[src/rtl/timer_arbiter_if.sv]
// timer_arbiter_if: requester, pause and shared-counter signals of the wait-counter arbiter
interface timer_arbiter_if;
    logic       req_i;
    logic [3:0] limit_i;
    logic       req_d;
    logic [3:0] limit_d;
    logic       pause;
    logic       gnt_i;
    logic       gnt_d;
    logic       done_i;
    logic       done_d;
    logic       busy;
    logic       timer_start;
    logic [3:0] timer_limit;
    logic       timer_increment;
    logic       timer_done;
    modport master (
        output req_i, limit_i, req_d, limit_d, pause, timer_done,
        input  gnt_i, gnt_d, done_i, done_d, busy, timer_start, timer_limit, timer_increment
    );
    modport slave (
        input  req_i, limit_i, req_d, limit_d, pause, timer_done,
        output gnt_i, gnt_d, done_i, done_d, busy, timer_start, timer_limit, timer_increment
    );
endinterface

[src/rtl/timer_arbiter.sv]
// timer_arbiter: round-robin owner of one shared 4-bit wait counter for I-side and D-side miss handlers
module timer_arbiter (
    input logic           clk,
    input logic           rst,
    timer_arbiter_if.slave bus
);
    typedef enum logic {IDLE, COUNT} state_t;
    state_t     state, nxt;
    logic       owner, last, win, own_req, cnt_st;
    logic [3:0] lim;
    always_comb win = (bus.req_i & bus.req_d) ? ~last : bus.req_d;
    always_comb own_req = owner ? bus.req_d : bus.req_i;
    always_comb cnt_st = (state == COUNT);
    always_ff @(posedge clk)
        if (rst) state <= IDLE;
        else     state <= nxt;
    // last resets to D so the I side wins the first tie
    always_ff @(posedge clk)
        if (rst) begin
            owner <= 1'b0;
            last  <= 1'b1;
            lim   <= '0;
        end else if (state == IDLE && (bus.req_i | bus.req_d)) begin
            owner <= win;
            last  <= win;
            lim   <= win ? bus.limit_d : bus.limit_i;
        end
    always_comb
        nxt = (state == IDLE) ? ((bus.req_i | bus.req_d) ? COUNT : IDLE)
                              : ((~own_req | bus.timer_done) ? IDLE : COUNT);
    always_comb begin
        bus.timer_start     = ~cnt_st;
        bus.timer_limit     = lim;
        bus.timer_increment = cnt_st & ~bus.pause & ~bus.timer_done;
        bus.busy            = cnt_st;
        bus.gnt_i           = cnt_st & ~owner;
        bus.gnt_d           = cnt_st & owner;
        bus.done_i          = cnt_st & ~owner & bus.req_i & bus.timer_done;
        bus.done_d          = cnt_st & owner & bus.req_d & bus.timer_done;
    end
endmodule

[src/flat_wrapper.sv]
// flat-port wrapper written by rule: the top's interface ports become plain ports
module timer_arbiter_flat 
  (clk, rst, bus_req_i, bus_limit_i, bus_req_d, bus_limit_d, bus_pause, bus_timer_done, bus_gnt_i, bus_gnt_d, bus_done_i, bus_done_d, bus_busy, bus_timer_start, bus_timer_limit, bus_timer_increment);
  timer_arbiter_if bus_i ();
  input logic clk;
  input logic rst;
  input wire logic [$bits(bus_i.req_i)-1:0] bus_req_i;
  input wire logic [$bits(bus_i.limit_i)-1:0] bus_limit_i;
  input wire logic [$bits(bus_i.req_d)-1:0] bus_req_d;
  input wire logic [$bits(bus_i.limit_d)-1:0] bus_limit_d;
  input wire logic [$bits(bus_i.pause)-1:0] bus_pause;
  input wire logic [$bits(bus_i.timer_done)-1:0] bus_timer_done;
  output wire logic [$bits(bus_i.gnt_i)-1:0] bus_gnt_i;
  output wire logic [$bits(bus_i.gnt_d)-1:0] bus_gnt_d;
  output wire logic [$bits(bus_i.done_i)-1:0] bus_done_i;
  output wire logic [$bits(bus_i.done_d)-1:0] bus_done_d;
  output wire logic [$bits(bus_i.busy)-1:0] bus_busy;
  output wire logic [$bits(bus_i.timer_start)-1:0] bus_timer_start;
  output wire logic [$bits(bus_i.timer_limit)-1:0] bus_timer_limit;
  output wire logic [$bits(bus_i.timer_increment)-1:0] bus_timer_increment;
  assign bus_i.req_i = bus_req_i;
  assign bus_i.limit_i = bus_limit_i;
  assign bus_i.req_d = bus_req_d;
  assign bus_i.limit_d = bus_limit_d;
  assign bus_i.pause = bus_pause;
  assign bus_i.timer_done = bus_timer_done;
  assign bus_gnt_i = bus_i.gnt_i;
  assign bus_gnt_d = bus_i.gnt_d;
  assign bus_done_i = bus_i.done_i;
  assign bus_done_d = bus_i.done_d;
  assign bus_busy = bus_i.busy;
  assign bus_timer_start = bus_i.timer_start;
  assign bus_timer_limit = bus_i.timer_limit;
  assign bus_timer_increment = bus_i.timer_increment;
  timer_arbiter u_core (.clk(clk), .rst(rst), .bus(bus_i));
endmodule
[config.mk]
export PLATFORM = sky130hd
export DESIGN_NAME = timer_arbiter_flat
export DESIGN_NICKNAME = d
export VERILOG_FILES = /design/src/rtl/timer_arbiter_if.sv /design/src/rtl/timer_arbiter.sv /design/src/flat_wrapper.sv
export SDC_FILE = /design/constraint.sdc
export NUM_CORES = 1
export LEC_CHECK = 0
export BUFFER_PORTS_ARGS = -buffer_cell sky130_fd_sc_hd__buf_2
export CAP_MARGIN = 10
export CORE_AREA = 2 2 39 41
export DETAILED_ROUTE_END_ITERATION = 12
export DIE_AREA = 0 0 41 43
export GPL_TIMING_DRIVEN = 0
export PLACE_DENSITY = 0.53
export SLEW_MARGIN = 20
export SYNTH_ARGS = -nofsm -noshare
export SYNTH_HDL_FRONTEND = slang
export SYNTH_SLANG_ARGS = --single-unit
[constraint.sdc]
create_clock -name clk -period 1.1 [get_ports clk]
set_input_delay 0.11 -clock clk [delete_from_list [all_inputs] [get_ports clk]]
set_output_delay 0.11 -clock clk [all_outputs]
set_load 0.01 [all_outputs]
# Word-level counts from Yosys, hierarchy flattened

Index checks and enable logic that the tools add are counted.

Multiplexer cells: 6
Bitwise logic cells: 17
Reductions and logical operators: 1

Operator list:

| kind              | count |
|---|---|
| bitwise AND 1 bit | 9 |
| NOT 1 bit         | 6 |
| two-way mux 1 bit | 5 |
| two-way mux 4 bit | 1 |
| bitwise OR 1 bit  | 2 |
| logical AND 1 bit | 1 |

Register bits: 7
Input bits: 14
Output and inout bits: 11
Logic and storage cells: 28

# Depth between registers and ports, before layout

Word-level depth: 5
Mapped depth: 4
Mapped depth without buffers: 3

# Worst setup path before layout

Ideal clock, no wire load.

Path type: register to output
From: reg u_core.state, in the netlist u_core.bus.busy
To: out bus_timer_increment
Arrival: 995 ps
Data required time: 990 ps
Slack: -5 ps
Cell stages (with the launch flop): 3
Path buffers: 0
Cells stage by stage: dfxtp_1 -> clkinv_1 -> nor3_1

Word-level cells in the longest chain between the ends: 2

RTL lines:

| item                            | line                | source |
|---|---|---|
| start, declared                 | timer_arbiter.sv:8  | `state_t state, nxt;` |
| start signal, assigned          | timer_arbiter.sv:16 | `else state <= nxt;` |
| bitwise AND 1 bit (2 in series) | timer_arbiter.sv:34 | `bus.timer_increment = cnt_st & ~bus.pause & ~bus.timer_done;` |
| end, declared                   | flat_wrapper.sv:20  | `output wire logic [$bits(bus_i.timer_increment)-1:0] bus_timer_increment;` |

Every way passes these cells.

# Worst setup path in the final report

From: reg u_core.state, in the netlist u_core.bus.busy
To: out bus_done_d

Word-level cells in the longest chain between the ends: 3

RTL lines:

| item                            | line                | source |
|---|---|---|
| bitwise AND 1 bit (3 in series) | timer_arbiter.sv:39 | `bus.done_d = cnt_st & owner & bus.req_d & bus.timer_done;` |
| end, declared                   | flat_wrapper.sv:16  | `output wire logic [$bits(bus_i.done_d)-1:0] bus_done_d;` |

Every way passes these cells.

==> metrics.yaml <==
timing:
  finalCritPeriodShare_pct: 96.7
  rsz0062_at_grt: "yes"
  worst_slew_pin_slew_ns: 0.196
  drv_slew: 0
  fmax_mhz: 940
  clock_skew_ns: 0.00255
  fin_crit_ns: 1.06
  hold_violations: 0
  relSlewSlack_pct: 86.9
  setup_violations: 0
routing:
  drc: 0
  dr.pass1.iters: 4
  drt-total-wl_um: 968
  wl_per_cell_um: 10.8
  first_iter_violations: 10
  vias: 435
  drt-vias-per-instance: 4.83
  antenna_left: 0
logic_synthesis:
  synth_cell_types: 19
  avgSynthCellArea_sq_um: 8.13
  yosysTopAreaCell: "dfxtp_1"
  synth-seq-cells: 7
  synth_top_area_share_pct: 39.2
  syn-num-nets: 58
  syn_area_sq_um: 358
  yosysWarnings: 0
  netlist_instances: 44
  synth-seq-area-share_pct: 39.2
  ys_top_cells_by_area: "dfxtp_1, a311oi_1, nand2_1"
finish:
  layout_commonest_cell: "buf_2"
  num-nets-final: 89
  syn2layout_area_growth_pct: 60.8
  mostFrequentLayoutCells: "buf_2, nand2_1, nor2_1, a311oi_1, dfxtp_1"
  layout-drive-gt1-share_pct: 52.7
  stdcell_count: 90
  diodes: 0
  finalInstanceArea_sq_um: 576
clocking:
  clkTransAtPathRegs_ns: 0.06
  clock-sinks: 7
  htreeDepth: 1
  root_buffer: "clkbuf_4"
  cts_buffer_depth: 2
  clock_latency_ns: 0.25
  cts_tree: "built"
  hold_buffers: 0
  cts_inserted_buffers: 3
place:
  dp_hpwl_um: 705
  dpl_cell_area_sq_um: 503
  portBuffers: 24
  place_inst: 84
  gp_congestion: 0.597
critical_path:
  arrival_ns: 0.95
  crit_path_top_delay_cell: "dfxtp_4"
  slowest_delay_ns: 0.36
  cp_top_family: "flip-flops"
  critPathBufInv: 1
  path_cells: "and4_2 > buf_6"
  worst-path-max-fanout: 6
  cp-start-kind: "flip-flop"
  critical_path_required_ns: 0.99
  cp-end-kind: "primary output"
  critPathKind: "reg -> out"
grt:
  grt_util_all_layers_pct: 12.6
  grt_pass1_vias: 347
  grt_max_degree: 10
  grt_overflow_total: 0
  grt_pass1_wl_mm: 1.50
  antenna_found_initial: 0
die:
  core_area_sq_um: 1380
  die_h_um: 43
  dieArea_sq_um: 1760
  start_util_pct: 25.9
  rows: 14
  io_pins: 25
  die_x_um: 41
hold_path:
  hp-class: "in -> reg"
pwr:
  p_leak_uw: 0.000289
  power-per-cell-area_nw_per_um2: 1240
  peakVddDrop_v: 0.000491
  power_uw: 713
job:
  drv_cap: 0
outcome:
  status: "complete, no violations"
final timing paths:
| check | endpoint | depth (start not counted) | start | slack (ns) |
|---|---|---|---|---|
| max | bus_done_d | 2 | u_core.bus.busy$_SDFF_PP0_ | 0.04 |
| min | u_core.bus.busy$_SDFF_PP0_ | 2 | rst | 0.11 |
| max reg2reg | u_core.bus.timer_limit[0]$_SDFFE_PP0P_ | 4 | u_core.bus.busy$_SDFF_PP0_ | 0.06 |
| min reg2reg | u_core.bus.timer_limit[1]$_SDFFE_PP0P_ | 2 | u_core.bus.timer_limit[1]$_SDFFE_PP0P_ | 0.48 |
cells by family (layout without fill, tap and decap cells):
| family | after synthesis | count (layout) | synth area share, % |
|---|---|---|---|
| DFF | 7 | 7 | 39.2 |
| and+or+nand+nor | 21 | 21 | 26.9 |
| buffers and inverters | 3 | 33 | 5.24 |
| AOI/OAI and AO/OA | 13 | 13 | 28.7 |
report_power, final:
group	switching, uW	total, uW	leakage, uW	internal, uW
logic	87.1	178	0.000215	91.1
clock network	99.0	238	0.0000150	139
registers	18.9	297	0.0000587	279
cell usage after synthesis:
cell type  count
clkinv_1       1
a21oi_1        2
nand2_1        9
nor3_1         1
and4_2         1
a2bb2oi_1      1
a311oi_1       4
inv_1          1
nor2b_1        1
dfxtp_1        7
nor2_1         7
o21ba_1        1
a21bo_2        1
a21boi_2       1
o21bai_1       1
and3_1         1
o21ai_0        2
and4_1         1
buf_6          1
registers in the layout (all words and copies together) (netlist names):
register,count
u_core.bus.busy,1
u_core.bus.timer_limit,4
u_core.last,1
u_core.owner,1
what timing repair did:
| item | in CTS | in global routing |
|---|---|---|
| resized for setup | 4 | 6 |
| endpoints found under the setup margin | 5 | 9 |
| setup buffers | 2 | 0 |
| pin swaps | 1 | 4 |
cell type report:
cell class | count | area (sq um)
Multi-Input combinational cell | 34 | 211
Tap cell | 16 | 20.0
Sequential cell | 7 | 146
Buffer | 1 | 11.3
Fill cell | 160 | 808
Clock buffer | 4 | 26.3
Inverter | 2 | 12.5
Timing Repair Buffer | 26 | 148
per-stage QoR:
| step | setup slack (ns) | setup TNS, ns | hold WS (ns) | util, % |
|---|---|---|---|---|
| after floorplan | 0.0527 | 0 | 0.179 | - |
| after global placement | 0.0488 | 0 | 0.374 | 36.3 |
| after detailed placement | 0.0302 | 0 | 0.377 | 36.3 |
| after CTS | 0.00755 | 0 | 0.106 | 40.0 |
| after global routing | -0.00996 | -0.0163 | 0.103 | 41.6 |
| final | 0.0367 | 0 | 0.111 | 41.6 |
metal layers:
metal / part of all wire [%] / up-vias / GRT usage (%)
met1: 46 / 190 / 16.5
met2: 43 / 20 / 17.5
met5: 0 / - / 0
li1: - / 223 / -
met4: 1.0 / 0 / 6.00
met3: 9.7 / 2 / 4.71
worst register-to-register path: cells and delay by family, from the launching register on:
kind	cells	cell delay [ns]
DFF	1	0.36
AOI/OAI and AO/OA	2	0.41
and+or+nand+nor	1	0.05
buffers and inverters	1	0.13
Note: power is estimated with default switching activity, not from simulation.
